===== src/rtl/div_sequencer.sv =====
// Multi-cycle signed 32-bit divider built on a non-restoring shift/subtract core.
//
// A start pulse on ctrl_DIV latches the operand magnitudes and signs. The core then
// runs 32 iteration edges and one fix-up edge, and pulses data_resultRDY for one cycle.
// The quotient truncates toward zero. The remainder takes the sign of the dividend.
// A zero divisor skips the iterations and reports an exception on the next edge.
// A start pulse seen while busy abandons the current operation and starts the new one.
//
// Ports:
//   clock          - rising-edge clock
//   reset          - asynchronous active-high reset
//   ctrl_DIV       - start pulse; operands are sampled only on that edge
//   data_operandA  - signed dividend
//   data_operandB  - signed divisor
//   data_result    - signed quotient, held until the next result is registered
//   data_remainder - signed remainder, held until the next result is registered
//   data_exception - divide-by-zero or overflow (0x80000000 / -1)
//   data_resultRDY - one-cycle result-valid pulse
//   busy           - high from the load edge until the edge that raises data_resultRDY
module div_sequencer (
  input  logic        clock,
  input  logic        reset,
  input  logic        ctrl_DIV,
  input  logic [31:0] data_operandA,
  input  logic [31:0] data_operandB,
  output logic [31:0] data_result,
  output logic [31:0] data_remainder,
  output logic        data_exception,
  output logic        data_resultRDY,
  output logic        busy
);

  typedef enum logic [1:0] {StIdle, StIter, StFix, StDone} state_e;

  state_e      state_q;
  logic [63:0] rq_q;        // {partial remainder, dividend/quotient}
  logic [31:0] divisor_q;   // |B|
  logic        sign_a_q;
  logic        sign_b_q;
  logic [5:0]  count_q;
  logic        prev_msb_q;
  logic        div_zero_q;  // a zero-divisor result is still waiting to be posted
  logic        ovf_q;

  logic [31:0] abs_a;
  logic [31:0] abs_b;
  logic [31:0] shifted_hi;
  logic [31:0] step_hi;
  logic [63:0] step_rq;
  logic [31:0] rem_mag;
  logic [31:0] quot_final;
  logic [31:0] rem_final;

  always_comb begin
    // 0x80000000 maps onto itself, which is the correct unsigned magnitude
    abs_a = data_operandA[31] ? -data_operandA : data_operandA;
    abs_b = data_operandB[31] ? -data_operandB : data_operandB;

    // One non-restoring step. The upper half wraps modulo 2^32 and does not carry into the lower half.
    shifted_hi = {rq_q[62:32], rq_q[31]};
    step_hi    = prev_msb_q ? shifted_hi + divisor_q : shifted_hi - divisor_q;
    step_rq    = {step_hi, rq_q[30:0], ~step_hi[31]};

    // If the final partial remainder is negative, add the divisor back once
    rem_mag    = rq_q[63] ? rq_q[63:32] + divisor_q : rq_q[63:32];
    quot_final = (sign_a_q ^ sign_b_q) ? -rq_q[31:0] : rq_q[31:0];
    rem_final  = sign_a_q ? -rem_mag : rem_mag;
  end

  always_ff @(posedge clock or posedge reset) begin
    if (reset) begin
      state_q        <= StIdle;
      rq_q           <= '0;
      divisor_q      <= '0;
      sign_a_q       <= 1'b0;
      sign_b_q       <= 1'b0;
      count_q        <= '0;
      prev_msb_q     <= 1'b0;
      div_zero_q     <= 1'b0;
      ovf_q          <= 1'b0;
      data_result    <= '0;
      data_remainder <= '0;
      data_exception <= 1'b0;
      data_resultRDY <= 1'b0;
      busy           <= 1'b0;
    end else begin
      data_resultRDY <= 1'b0;
      if (ctrl_DIV) begin
        // A load takes priority over everything, including aborting a running operation
        rq_q       <= {32'b0, abs_a};
        divisor_q  <= abs_b;
        sign_a_q   <= data_operandA[31];
        sign_b_q   <= data_operandB[31];
        count_q    <= '0;
        prev_msb_q <= 1'b0;
        ovf_q      <= (data_operandA == 32'h8000_0000) && (data_operandB == 32'hFFFF_FFFF);
        busy       <= 1'b1;
        if (data_operandB == 32'b0) begin
          div_zero_q <= 1'b1;
          state_q    <= StDone;
        end else begin
          div_zero_q <= 1'b0;
          state_q    <= StIter;
        end
      end else begin
        unique case (state_q)
          StIdle: ;
          StIter: begin
            rq_q       <= step_rq;
            prev_msb_q <= step_hi[31];
            count_q    <= count_q + 6'd1;
            if (count_q == 6'd31) state_q <= StFix;
          end
          StFix: begin
            rq_q           <= {rem_mag, rq_q[31:0]};
            data_result    <= quot_final;
            data_remainder <= rem_final;
            data_exception <= ovf_q;
            data_resultRDY <= 1'b1;
            busy           <= 1'b0;
            state_q        <= StDone;
          end
          StDone: begin
            if (div_zero_q) begin
              data_result    <= '0;
              data_remainder <= '0;
              data_exception <= 1'b1;
              data_resultRDY <= 1'b1;
              busy           <= 1'b0;
              div_zero_q     <= 1'b0;
            end else begin
              state_q <= StIdle;
            end
          end
        endcase
      end
    end
  end

endmodule


===== config.mk =====
export PLATFORM = sky130hd
export DESIGN_NAME = div_sequencer
export DESIGN_NICKNAME = d
export VERILOG_FILES = /design/src/rtl/div_sequencer.sv
export SDC_FILE = /design/constraint.sdc
export NUM_CORES = 1
export LEC_CHECK = 0
export BUFFER_PORTS_ARGS = -buffer_cell sky130_fd_sc_hd__buf_2
export CORE_MARGIN = 4
export CORE_UTILIZATION = 40
export DETAILED_ROUTE_END_ITERATION = 12
export RECOVER_POWER = 25
export REMOVE_ABC_BUFFERS = 1
export SLEW_MARGIN = 20
export SYNTH_ARGS = -nofsm -noshare
export SYNTH_HDL_FRONTEND = slang
export SYNTH_SLANG_ARGS = --single-unit

===== constraint.sdc =====
create_clock -name clock -period 6.5 [get_ports clock]
set_clock_uncertainty 0.1 [all_clocks]
set_input_delay 0 -clock clock [delete_from_list [all_inputs] [get_ports clock]]
set_output_delay 0 -clock clock [all_outputs]
set_load 0.1 [all_outputs]

== Word-level counts from Yosys, hierarchy flattened ==
Index checks and enable logic that the tools add are counted.

* RAM bits: 0
* Logic and storage cells: 80
* Memories: 0
* Register bits: 176
* Bits of input ports: 67
* Latch bits: 0
* Memory bits (read-only): 0
* Output and inout bits: 67

* $lt $le $gt $ge: 0
* Shift operators: 0
* Add/sub/neg operators: 8
* Multiply operators: 0
* Equality and inequality tests: 11
* Reductions and logical operators: 12
* Divide/modulo/power cells: 0
* Muxes and demuxes: 31
* Bitwise logic cells: 3

{| class="wikitable"
|+ Operators by type and width
! operator !! number
|-
| $mux W32 || 7
|-
| $neg A32 Y32 || 4
|-
| $pmux W32 S2 || 2
|-
| $pmux W64 S2 || 1
|-
| $add A32 B32 Y32 || 2
|-
| $eq A32 B32 Y1 const B || 2
|-
| $mux W64 || 1
|-
| $logic_not A32 Y1 || 1
|-
| $sub A32 B32 Y32 || 1
|-
| $mux W6 || 2
|-
| $mux W1 || 10
|-
| $ne A3 B3 Y1 const B || 3
|-
| $mux W2 || 4
|-
| $add A6 B1 Y6 const B || 1
|-
| $eq A6 B5 Y1 const B || 1
|-
| $pmux W1 S2 || 3
|-
| $pmux W2 S3 || 1
|-
| $reduce_and A3 Y1 || 2
|-
| $reduce_bool A2 Y1 || 3
|-
| $reduce_bool A3 Y1 || 2
|-
| $eq A2 B2 Y1 const B || 2
|-
| $ne A2 B2 Y1 const B || 2
|-
| $reduce_and A2 Y1 || 2
|-
| $reduce_bool A4 Y1 || 1
|-
| other kinds (4) || 5
|}

== Depth between registers and ports, before layout ==
Gate-level depths: netlist (run 1).

* Depth after elaboration: 5
* Depth in mapped cells: 21

== Least setup slack after synthesis (run 1) ==
OpenSTA, ideal clock, no wires.

* Kind: register to register
* Start point: register divisor_q[2]
* End point: register rq_q[0]
* Path slack: 1935 ps
* Data arrival time: 4344 ps
* Buffers on the path: 0
* Library setup time: 120 ps
* Stages on the path, launching flop included: 21
* Clock period less this slack: 4565 ps
* Cells stage by stage: dfrtp_1 -> nor3_1 -> nand2b_1 -> nor4_1 -> nand3_1 -> or3_1 -> nor3_1 -> nand2_1 -> nand2_1 -> xnor2_1 -> ha_1 -> a2111o_1 -> a211oi_1 -> or3_1 -> a21oi_1 -> o211ai_1 -> a31oi_1 -> a21o_1 -> a21oi_1 -> xnor2_1 -> a31o_2

* Word-level cells in the longest chain between the ends: 5
* Elaborated cells between the ends (all ways): 6

{| class="wikitable"
|+ Ends and longest elaborated chain
! item !! RTL line !! RTL
|-
| start: declaration || 37 || <nowiki>logic [31:0] divisor_q;</nowiki>
|-
| start signal: assignment || 91 || <nowiki>divisor_q <= abs_b;</nowiki>
|-
| $sub A32 B32 Y32 / $add A32 B32 Y32 (equally long branches) || 61 || <nowiki>step_hi = prev_msb_q ? shifted_hi + divisor_q : shifted_hi - divisor_q;</nowiki>
|-
| $mux W32 (*) || 61 ||
|-
| $not A1 Y1 (*) || 62 || <nowiki>step_rq = {step_hi, rq_q[30:0], ~step_hi[31]};</nowiki>
|-
| $pmux W64 S2 (*) || 106 || <nowiki>unique case (state_q)</nowiki>
|-
| $mux W64 (*) || 88 || <nowiki>if (ctrl_DIV) begin</nowiki>
|-
| end signal: assignment || 90 || <nowiki>rq_q <= {32'b0, abs_a};</nowiki>
|-
| end signal: assignment || 109 || <nowiki>rq_q <= step_rq;</nowiki>
|-
| end signal: assignment || 115 || <nowiki>rq_q <= {rem_mag, rq_q[31:0]};</nowiki>
|-
| end: declaration || 36 || <nowiki>logic [63:0] rq_q;</nowiki>
|}

Every way passes the cells marked *; elsewhere a longest branch is shown, timed or not. The select of a mux whose other input is x is not followed.
A chain may end at the register's enable or synchronous reset.

== Final worst setup path (run 1) ==
* Start point: register divisor_q[2]
* End point: register rq_q[63]

* Word-level cells in the longest chain between the ends: 4
* Elaborated cells between the ends (all ways): 7

{| class="wikitable"
|+ Ends and longest elaborated chain
! item !! RTL line !! RTL
|-
| $add A32 B32 Y32, or another cell as far along || 65 || <nowiki>rem_mag = rq_q[63] ? rq_q[63:32] + divisor_q : rq_q[63:32];</nowiki>
|-
| $mux W32, on equally long branches || 65, 61 ||
|-
| $pmux W64 S2 (*) || 106 ||
|-
| $mux W64 (*) || 88 ||
|}

Marks and branches as above.

==> results of run 1 <==
metrics by stage:
| step | cells | instance area (sq um) | total power (uW) | worst slack [ps] | utilization [%] |
|---|---|---|---|---|---|
| after detailed placement | 2250 | 15100 | 7700 | 1200 | 43.6 |
| after CTS | 2379 | 16700 | 8850 | 1170 | 48.1 |
| after floorplan | 1648 | 13800 | 6370 | 1630 | - |
| after global routing | 2380 | 16700 | 9540 | 612 | 48.3 |
| after global placement | 2250 | 15100 | 7640 | 1250 | 43.6 |
| final | 2380 | 16700 | 8850 | 1170 | 48.3 |
registers in the layout, indices dropped and copies added, names as in the netlist:
| register | count |
|---|---|
| div_zero_q | 1 |
| sign_b_q | 1 |
| data_remainder | 32 |
| data_result | 32 |
| rq_q | 64 |
| divisor_q | 32 |
| busy | 1 |
| ovf_q | 1 |
| sign_a_q | 1 |
| data_exception | 1 |
| state_q | 2 |
| prev_msb_q | 1 |
| data_resultRDY | 1 |
| count_q | 6 |
per-layer routing:
layer | GRT usage [%] | share of wire, %
met1 | 31.3 | 49
met2 | 34.0 | 45
met3 | 2.37 | 4.6
met4 | 3.78 | 0.96
met5 | 0 | 0
path summary, 6_finish.rpt:
path,cells past startpoint,to,slack (ps),startpoint
setup / recovery,20,rq_q[63]$_DFFE_PP0P_,1170,divisor_q[2]$_DFFE_PP0P_
hold / removal,3,sign_a_q$_DFFE_PP0P_,90,data_operandA[31]
hold reg to reg,2,data_remainder[19]$_DFFE_PP0P_,370,data_remainder[19]$_DFFE_PP0P_
min in group asynchronous,3,data_result[29]$_DFFE_PP0P_,390,reset
max in group asynchronous,5,sign_b_q$_DFFE_PP0P_,4040,reset
setup reg to reg,20,rq_q[63]$_DFFE_PP0P_,1170,divisor_q[2]$_DFFE_PP0P_
critical path, delay by kind of cell (launching register included):
kind | cells | cell delay (ps)
xor gates and xnor gates | 2 | 250
DFF | 1 | 450
adders and majority gates | 1 | 320
and+or+nand+nor | 9 | 2290
AOI/OAI and AO/OA | 8 | 1800
cells by family (layout without fill, tap and decap cells):
| group | after synthesis | in the layout | synth area share, % |
|---|---|---|---|
| multiplexers | 44 | 44 | 3.16 |
| AND/OR/NAND/NOR | 563 | 563 | 18.9 |
| flip-flops | 176 | 176 | 31.2 |
| buffers and inverters | 138 | 325 | 3.67 |
| adder cells (fa/ha/maj) | 75 | 75 | 6.75 |
| XOR/XNOR | 188 | 188 | 11.7 |
| AO/OA/AOI/OAI | 554 | 554 | 24.6 |
cells in the mapped netlist (all sizes together), types with 14 or more instances:
library cell	count	area (sq um)
nor4	14	87.6
o21a	14	105
xnor2	89	780
nor2	138	518
nand4	26	163
nor2b	15	93.8
nand2	202	758
a31oi	19	119
buf	14	52.6
a21o	23	173
clkbuf	76	285
xor2	99	867
mux2i	40	400
o41ai	15	131
or3	26	173
nand2b	26	163
nand3	25	125
nor3	33	165
dfrtp	176	4400
o21ai	176	881
o31ai	42	334
or4	15	120
a211oi	40	300
a21oi	141	706
ha	73	913
inv	47	176
final cells by class:
cell class | instances | area (sq um) | area share (%)
multi-input combinational | 1424 | 9230 | 55.1
sequential | 176 | 4400 | 26.3
timing repair buffer | 245 | 1770 | 10.6
tap | 455 | 569 | 3.40
clock buffer | 17 | 425 | 2.54
inverter | 48 | 181 | 1.08
clock inverter | 15 | 173 | 1.03
where the power goes:
group	total [uW]	internal [uW]	switching, uW
clock network	1060	580	482
registers	1830	1450	380
logic	5960	1920	4040
total	8850	3950	4900
placed cells by master, fill, tap and decap left out, types with 6 or more instances in the layout:
master and count:
a211oi_1 40, inv_6 6, a211o_1 6, o211ai_1 9
nand4_1 26, nor3_1 33, o32ai_1 6, nand3_1 25
nor2b_1 15, xor2_1 98, or3_1 24, xnor2_1 89
a311oi_1 6, dfrtp_1 176, dlygate4sd3_1 97, o21bai_1 6
a221oi_1 12, o21a_1 14, or4_1 13, nand2_1 200
nand2b_1 26, a31oi_1 19, nor2_1 138, and2_1 7
mux2i_1 40, buf_4 15, o21ai_0 169, a31o_2 6
inv_1 46, o31ai_1 40, o41ai_1 15, clkbuf_16 17
ha_1 72, nor4_1 14, o21ai_1 7, a21oi_1 141
and3_1 11, buf_2 131, a21o_1 23
==> impl_metrics.yaml, run 1 <==
status:
  status: "finished with violations"
  violations: "capacitance limit, slew limit"
clock_tree:
  cts_sinks: 176
  post-cts-setup-buffers: 0
  clk_latency_ps: 440
  clkTransAtPathRegs_ps: 70
  cts_made_buffers: 17
  hold_buffers: 97
  cts_tree: "built"
  clock_path_buffers: 2
  ctsResizeCount: 0
  cts_root_buffer: "clkbuf_16"
  htreeDepth: 4
detailed_routing:
  routedWlPerCell_um: 17.3
  drt_iter0_markers: 806
  vias: 13359
  route.detailed.drc: 0
  drt_first_pass_iters: 5
  via_per_inst: 5.61
  drtAntennaViolNets: 0
  totalWireLength_um: 41200
power_and_ir_drop:
  p_leak_uw: 0.00742
  power_density_nw_per_um2: 528
  ir_drop_mv: 0.380
cells_and_area:
  fill_cells: 3438
  drive_above_1_share_pct: 10.9
  num-nets-final: 2054
  area_growth_pct: 18.6
  antenna_cells: 0
yosys:
  synth-edff-count: 0
  postSynthCellCount: 1738
  syn_area_sq_um: 14100
  yosysSeqAreaShare_pct: 31.2
  ys_seq_elements: 176
  synth_warnings: 0
  synth.distinct_cells: 69
  synth_area_per_cell_sq_um: 8.12
  synthArstFlopShare_pct: 100
  synth_ff_type: "dfrtp_1"
timing:
  slew_viol_final: 35
  worst_pin_slew_ps: 1590
  timing.fmax_mhz: 188
  slew_headroom_pct: -6.31
  tns_ps: 0
  grt_setup_unrepaired: "no"
  hold_ws_ps: 90.7
  setup_viol: 0
  hold_viol: 0
  finalCritPeriodShare_pct: 82.0
  min_period_ps: 5330
placement:
  gp_congestion: 0.913
  portBuffers: 133
  dp_hpwl_um: 31200
setup_path:
  cp.required_ps: 6740
  cp_cell_sequence: "nor3_1 -> nand2b_1 -> nor4_1 -> nand3_1 -> or3_1 -> nor3_1 -> nand2_1 -> nand2_1 -> xnor2_1 -> ha_1 -> a2111o_1 -> a211oi_1 -> or3_1 -> a21oi_1 -> o211ai_1 -> a31oi_1 -> a21o_1 -> a21oi_1 -> xnor2_1 -> o31ai_1"
  worst-setup-path-type: "flip-flop to flip-flop"
  cp.arrival_ps: 5570
  cp_slowest_cell: "dfrtp_1"
  cp-start-kind: "flip-flop"
  critical_path.max_stage_delay_ps: 450
  critPathCaptureType: "flip-flop"
  cp_max_fo: 6
global_route:
  grt_max_degree: 105
  grt-ovfl-total: 0
  grt_use_total_pct: 21.2
  first_global_vias: 12610
  antenna_found_initial: 0
  grt_pass1_wl_um: 67400
flow_run:
  drv_cap: 1
floorplan:
  die-width_um: 196
  core_area_sq_um: 34700
  row_count: 68
  die-area_sq_um: 38400
  io_pins: 134
  start_util_pct: 40.7
  die_h_um: 196
min_path:
  hp-class: "primary input to flip-flop"
(Power assumes the default switching activity.)
==> run 2, diff against run 1 <==
--- a/config.mk
+++ b/config.mk
@@ -5,6 +5,7 @@
 export SDC_FILE = /design/constraint.sdc
 export NUM_CORES = 1
 export LEC_CHECK = 0
+export ABC_AREA = 1
 export BUFFER_PORTS_ARGS = -buffer_cell sky130_fd_sc_hd__buf_2
 export CORE_MARGIN = 4
 export CORE_UTILIZATION = 40
==> constraint.sdc (replaced) <==
create_clock -name clock -period 4.7 [get_ports clock]
set_clock_uncertainty 0.1 [all_clocks]
set_input_delay 0 -clock clock [delete_from_list [all_inputs] [get_ports clock]]
set_output_delay 0 -clock clock [all_outputs]
set_load 0.1 [all_outputs]
==> run 2 against run 1 <==
  * Non-clock buffer count fell by 3
  * Wire length rose by 36%
  * Synthesized cell count rose by 44%
  * Global-route usage rose by 5.2 points
  * Sequential power rose by 51%
  * Register-to-register slack got worse by 620 ps
  * Largest power group unchanged
  * Cell count rose by 36%
  * The run still ends with capacitance limit, slew limit left
==> impl_metrics.yaml, run 2 <==
global_route:
  grt_max_degree: 101
  antenna_found_initial: 0
  grt_use_total_pct: 26.4
  first_global_vias: 16378
  grt_pass1_wl_um: 88800
  grt-ovfl-total: 0
power_and_ir_drop:
  p_comb_share_pct: 69.7
  p_sw_share_pct: 59.4
  power.net_switching_uw: 8380
  power_density_nw_per_um2: 762
  ir_drop_mv: 0.525
  power.share.sequential_pct: 19.7
  clockPowerShare_pct: 10.7
  p_total_uw: 14100
  p_leak_uw: 0.00955
  p_int_uw: 5730
cells_and_area:
  final_common_cell: "nand2_1"
  num-nets-final: 2839
  antenna_cells: 0
  mostFrequentLayoutCells: "nand2_1 (710), inv_1 (332), nor2_1 (224)"
  fill_cells: 3974
  largest_reg_flops: 64
  largest-register: "rq_q"
  fin_util_pct: 47.6
  drive_above_1_share_pct: 9.37
  area_growth_pct: 17.0
detailed_routing:
  drtAntennaViolNets: 0
  routedWlPerCell_um: 17.3
  totalWireLength_um: 56000
  drt_first_pass_iters: 5
  drt_iter0_markers: 1454
  vias: 17257
  via_per_inst: 5.35
  route.detailed.drc: 0
clock_tree:
  cts_root_buffer: "clkbuf_16"
  htreeDepth: 4
  cts_sinks: 176
  clock_path_buffers: 2
  post-cts-setup-buffers: 0
  cts_tree: "built"
  cts_made_buffers: 17
  clk_latency_ps: 460
  clkTransAtPathRegs_ps: 70
yosys:
  synth_warnings: 0
  synthArstFlopShare_pct: 100
  netlist_top_cells_count: "nand2_1 (710), inv_1 (332), nor2_1 (227), o21ai_0 (209), nand3_1 (186)"
  yosysTopAreaCellShare_pct: 27.9
  syn_area_sq_um: 15800
  synth_ff_type: "dfrtp_1"
  synth_area_per_cell_sq_um: 6.30
  yosys.area.top_type: "dfrtp_1"
  yosysMostFrequentCell: "nand2_1"
  synthTopCellsByArea: "dfrtp_1 (28%), nand2_1 (17%), inv_1 (7.9%)"
  synth.distinct_cells: 53
  ys_seq_elements: 176
  yosysSeqAreaShare_pct: 27.9
  postSynthCellCount: 2510
  synth-edff-count: 0
setup_path:
  r2r_end: "rq_q[0]$_DFFE_PP0P_"
  cp_slowest_cell: "dfrtp_1"
  cp_cell_sequence: "inv_1 -> ha_1 -> nand2_1 -> nor3_1 -> nand2_1 -> nor3_2 -> nand3_1 -> nor3_2 -> nand2_1 -> o21ai_1 -> xnor2_1 -> ha_1 -> nand2_1 -> nor4_2 -> nand3_1 -> nand3_1 -> nand3_1 -> nand2_1 -> a31oi_1 -> or2_2 -> nand2_1 -> o21ai_0"
  cp-endpoint: "rq_q[0]$_DFFE_PP0P_"
  worst-setup-path-type: "flip-flop to flip-flop"
  cp.required_ps: 4920
  critical_path.most_common_cell: "nand2_1"
  cp.depth: 22
  critPathBufInv: 1
  reg2reg_depth: 22
  reg2reg_slack_ps: 550
  cp_max_fo: 5
  r2r_start: "divisor_q[1]$_DFFE_PP0P_"
  cp-start-kind: "flip-flop"
  critPathTopFamily: "simple AND/OR/NAND/NOR gates"
  cp.arrival_ps: 4370
  critical_path.max_stage_delay_ps: 440
  critPathCaptureType: "flip-flop"
  startpoint: "divisor_q[1]$_DFFE_PP0P_"
floorplan:
  start_util_pct: 40.7
  io_pins: 134
  core_area_sq_um: 38800
  die-area_sq_um: 42800
  die-width_um: 207
  row_count: 72
  die_h_um: 207
placement:
  portBuffers: 133
  dp_hpwl_um: 43100
  gp_congestion: 0.932
status:
  status: "finished with violations"
  violations: "capacitance limit, slew limit"
timing:
  slew_viol_final: 128
  min_period_ps: 4150
  hold_viol: 0
  slew_headroom_pct: -57.6
  hold_ws_ps: 45.6
  grt_setup_unrepaired: "no"
  tns_ps: 0
  timing.fmax_mhz: 241
  finalCritPeriodShare_pct: 88.3
  setup_viol: 0
  worst_pin_slew_ps: 2360
min_path:
  hp-class: "primary input to flip-flop"
flow_run:
  drv_cap: 2
## run 2: repair_timing
item                                    in CTS  in global routing
hold endpoints to repair                   165                  0
hold buffers                                89                  0
gates resized for setup                      0                  2
endpoints found under the setup margin       0                  3
## run 2: metal layers
layer,track usage (%),vias up,wire length [um],share of wire [%]
met5,0,-,0,0
met4,7.51,0,1310,2.3
met3,3.67,78,3160,5.6
met2,43.3,535,25800,46
met1,36.5,8036,25700,46
li1,-,8608,-,-
## run 2: power by group through the flow
stage / clock, uW / sequential, uW / combinational (uW)
after floorplan: 0 / 4520 / 5460
after global placement: 0 / 2770 / 9610
after detailed placement: 0 / 2780 / 9670
after CTS: 1530 / 2760 / 9770
after global routing: 1590 / 2850 / 10900
final: 1500 / 2770 / 9830
## run 2: logic make-up (layout without fill, tap and decap cells)
| family | count (synthesis) | in the layout | share of synthesized area (%) |
|---|---|---|---|
| simple gates | 1305 | 1305 | 35.6 |
| compound gates | 470 | 470 | 16.7 |
| buf+inv | 414 | 614 | 9.97 |
| flops | 176 | 176 | 27.9 |
| fa+ha+maj | 75 | 75 | 6.03 |
| xor+xnor | 70 | 70 | 3.88 |
## run 2: worst min-delay path: stages
cell,delay (ps)
buf_2,250
nand3_1,150
nand3b_1,70
o21ai_0,80
## run 2: layout make-up
| cell class | count | area [sq um] | share of cell area (%) |
|---|---|---|---|
| clock buffer | 21 | 440 | 2.38 |
| multi-input combinational | 1920 | 9860 | 53.3 |
| sequential | 176 | 4400 | 23.8 |
| timing repair buffer | 242 | 1710 | 9.25 |
| inverter | 340 | 1280 | 6.93 |
| tap | 518 | 648 | 3.50 |
| clock inverter | 11 | 155 | 0.839 |
## run 2: worst min-delay path by stage
stage	startpoint	end	slack [ps]	cells after the start
after floorplan	ctrl_DIV	count_q[2]$_DFFE_PP0P_	-30	1
after global placement	reset	data_remainder[24]$_DFFE_PP0P_	110	2
after detailed placement	reset	data_remainder[26]$_DFFE_PP0P_	110	2
after CTS	ctrl_DIV	divisor_q[0]$_DFFE_PP0P_	20	3
after global routing	data_operandB[31]	divisor_q[19]$_DFFE_PP0P_	50	4
final	data_operandB[31]	divisor_q[19]$_DFFE_PP0P_	50	4
## run 2: metrics by stage
step	cell area (sq um)	std cells	setup slack (ps)
floorplan	15500	2436	-174
global placement	17000	3107	543
detailed placement	17000	3107	453
CTS	18500	3228	430
global route	18500	3228	25.2
finish	18500	3228	549
==> run 3, diff against run 2 <==
--- a/config.mk
+++ b/config.mk
@@ -8,11 +8,10 @@
 export ABC_AREA = 1
 export BUFFER_PORTS_ARGS = -buffer_cell sky130_fd_sc_hd__buf_2
 export CORE_MARGIN = 4
-export CORE_UTILIZATION = 40
+export CORE_UTILIZATION = 37
 export DETAILED_ROUTE_END_ITERATION = 12
 export RECOVER_POWER = 25
 export REMOVE_ABC_BUFFERS = 1
-export SLEW_MARGIN = 20
 export SYNTH_ARGS = -nofsm -noshare
 export SYNTH_HDL_FRONTEND = slang
 export SYNTH_SLANG_ARGS = --single-unit
==> run 3 against run 2 <==
  * The flow still finishes with violations (capacitance limit, slew limit)
  * Global-route usage fell by 1.9 points
  * Power hardly changed
  * Sequential power about the same
  * Cell area is 0.28% higher
  * Die area up 7.8%
  * Maximum frequency is 0.35% lower
  * Register-to-register slack is essentially flat
  * Worst hold slack got worse by 6.9 ps
  * Wire length increased by 2.4%
  * Combinational power increased by 0.8%
  * Sequential cell count unchanged
  * Critical path depth is 1 higher
==> impl_metrics.yaml, run 3 (synthesized netlist as in run 2, its figures left out) <==
status:
  status: "finished with violations"
  violations: "capacitance limit, slew limit"
timing:
  min_period_ps: 4170
  slew_viol_final: 94
  hold_viol: 0
  finalCritPeriodShare_pct: 88.6
  setup_viol: 0
  worst_pin_slew_ps: 2240
  fin_ws_ps: 535
  grt_setup_unrepaired: "no"
  hold_ws_ps: 38.7
  slew_headroom_pct: -49.0
  timing.fmax_mhz: 240
placement:
  portBuffers: 133
  dp_hpwl_um: 44200
  gp_congestion: 0.917
  placedCellCount: 3129
  dpl_worst_slack_ps: 368
power_and_ir_drop:
  p_leak_uw: 0.00954
  power.share.sequential_pct: 19.7
  ir_drop_mv: 0.675
  clockPowerShare_pct: 10.1
  power.net_switching_uw: 8530
  p_int_uw: 5570
  p_comb_share_pct: 70.3
  power_density_nw_per_um2: 760
  p_sw_share_pct: 60.5
floorplan:
  die-area_sq_um: 46100
  io_pins: 134
  die-width_um: 215
  core_area_sq_um: 42100
  start_util_pct: 37.5
  row_count: 75
  die_h_um: 215
global_route:
  grt_max_degree: 94
  first_global_vias: 16142
  grt-ovfl-total: 0
  grt_pass1_wl_um: 90500
  antenna_found_initial: 0
  grt_use_total_pct: 24.4
clock_tree:
  cts_tree: "built"
  clk_latency_ps: 470
  cts_root_buffer: "clkbuf_16"
  clkTransAtPathRegs_ps: 80
  cts_sinks: 176
  post-cts-setup-buffers: 0
  htreeDepth: 4
  cts_made_buffers: 17
  clock_path_buffers: 2
setup_path:
  r2r_start: "divisor_q[1]$_DFFE_PP0P_"
  r2r_end: "prev_msb_q$_DFFE_PP0P_"
  reg2reg_depth: 23
  critical_path.most_common_cell: "nand2_1"
  critPathTopFamily: "simple AND/OR/NAND/NOR gates"
  cp.arrival_ps: 4450
  cp.required_ps: 4980
  cp_max_fo: 5
  critical_path.max_stage_delay_ps: 440
  critPathCaptureType: "flip-flop"
  worst-setup-path-type: "flip-flop to flip-flop"
  reg2reg_slack_ps: 530
  critPathBufInv: 1
  cp_slowest_cell: "dfrtp_1"
  cp-start-kind: "flip-flop"
  cp_cell_sequence: "inv_1 -> ha_1 -> nand2_1 -> nor3_1 -> nand2_1 -> nor3_4 -> nand3_1 -> nor3_2 -> nand2_1 -> o21ai_1 -> xnor2_1 -> ha_1 -> nand2_1 -> nor4_4 -> nand3_1 -> nand3_2 -> nand3_1 -> nand2_1 -> a31oi_1 -> or2_2 -> nand2_1 -> nand2_1 -> o21ai_0"
min_path:
  hp-start: "data_operandB[31]"
  whs_endpoint: "sign_b_q$_DFFE_PP0P_"
  whs_path_depth: 3
  hp-class: "primary input to flip-flop"
cells_and_area:
  mostFrequentLayoutCells: "nand2_1 (710), inv_1 (331), nor2_1 (224)"
  area_growth_pct: 17.3
  antenna_cells: 0
  finalNonFillerCells: 3255
  largest_reg_flops: 64
  drive_above_1_share_pct: 9.24
  final_common_cell: "nand2_1"
  largest-register: "rq_q"
  num-nets-final: 2845
detailed_routing:
  route.detailed.drc: 0
  vias: 17278
  drt_first_pass_iters: 6
  routedWlPerCell_um: 17.6
  totalWireLength_um: 57300
  drt_iter0_markers: 1530
  drtAntennaViolNets: 0
  via_per_inst: 5.31
flow_run:
  drv_cap: 1
## run 3: cell types whose count changed in the layout (fill, tap and decap cells not counted), moves of 2 or more
cell / delta
clkbuf_1: +6
inv_8: +2
buf_2: -11
dlygate4sd3_1: +5
buf_4: +3
clkinvlp_4: -2
bufinv_16: -3
inv_6: +4
clkinv_4: +2
## run 3: layer usage
metal	global-route usage (%)	vias up	wire [um]
li1	-	8626	-
met1	35.1	8073	27300
met2	39.6	522	26100
met3	2.36	57	2900
met4	6.31	0	1030
met5	0	-	0
## run 3: layout make-up
type                       instances  area [sq um]
multi-input combinational       1920          9880
sequential                       176          4400
tap                              539           674
clock inverter                    15           141
timing repair buffer             248          1750
fill                            4419         23600
inverter                         340          1280
clock buffer                      17           425
## run 3: timing repair
action	in CTS	in global routing
endpoints found under the setup margin	0	3
resized for setup	0	5
hold buffers	94	0
endpoints found under the hold margin	160	0
## run 3: worst max path at each step
stage,slack (ps),cells after the start,from,end
6_report,530,23,divisor_q[1]$_DFFE_PP0P_,prev_msb_q$_DFFE_PP0P_
5_1_grt,40,23,divisor_q[1]$_DFFE_PP0P_,prev_msb_q$_DFFE_PP0P_
4_1_cts,340,23,divisor_q[1]$_DFFE_PP0P_,prev_msb_q$_DFFE_PP0P_
3_5_place_dp,370,23,divisor_q[1]$_DFFE_PP0P_,prev_msb_q$_DFFE_PP0P_
3_3_place_gp,500,23,divisor_q[1]$_DFFE_PP0P_,prev_msb_q$_DFFE_PP0P_
2_1_floorplan,-170,1,reset,busy$_DFFE_PP0P_
## run 3: power by group through the flow
stage | sequential [uW] | combinational (uW) | clock, uW
finish | 2770 | 9910 | 1420
global route | 2850 | 10900 | 1510
CTS | 2750 | 9830 | 1450
detailed placement | 2780 | 9730 | 0
global placement | 2780 | 9660 | 0
floorplan | 4520 | 5460 | 0
## run 3: tightest hold or removal path, delay by kind of cell
kind,cells,cell delay [ps]
buffers and inverters,1,250
AND/OR/NAND/NOR,1,210
AO/OA/AOI/OAI,1,100
## run 3: per-stage QoR
step | util, % | area [sq um] | TNS (ps) | total power, uW
finish | 44.0 | 18600 | 0 | 14100
global route | 44.0 | 18600 | 0 | 15300
CTS | 44.0 | 18500 | 0 | 14000
detailed placement | 40.4 | 17000 | 0 | 12500
global placement | 40.4 | 17000 | 0 | 12400
floorplan | - | 15500 | -30550 | 9980
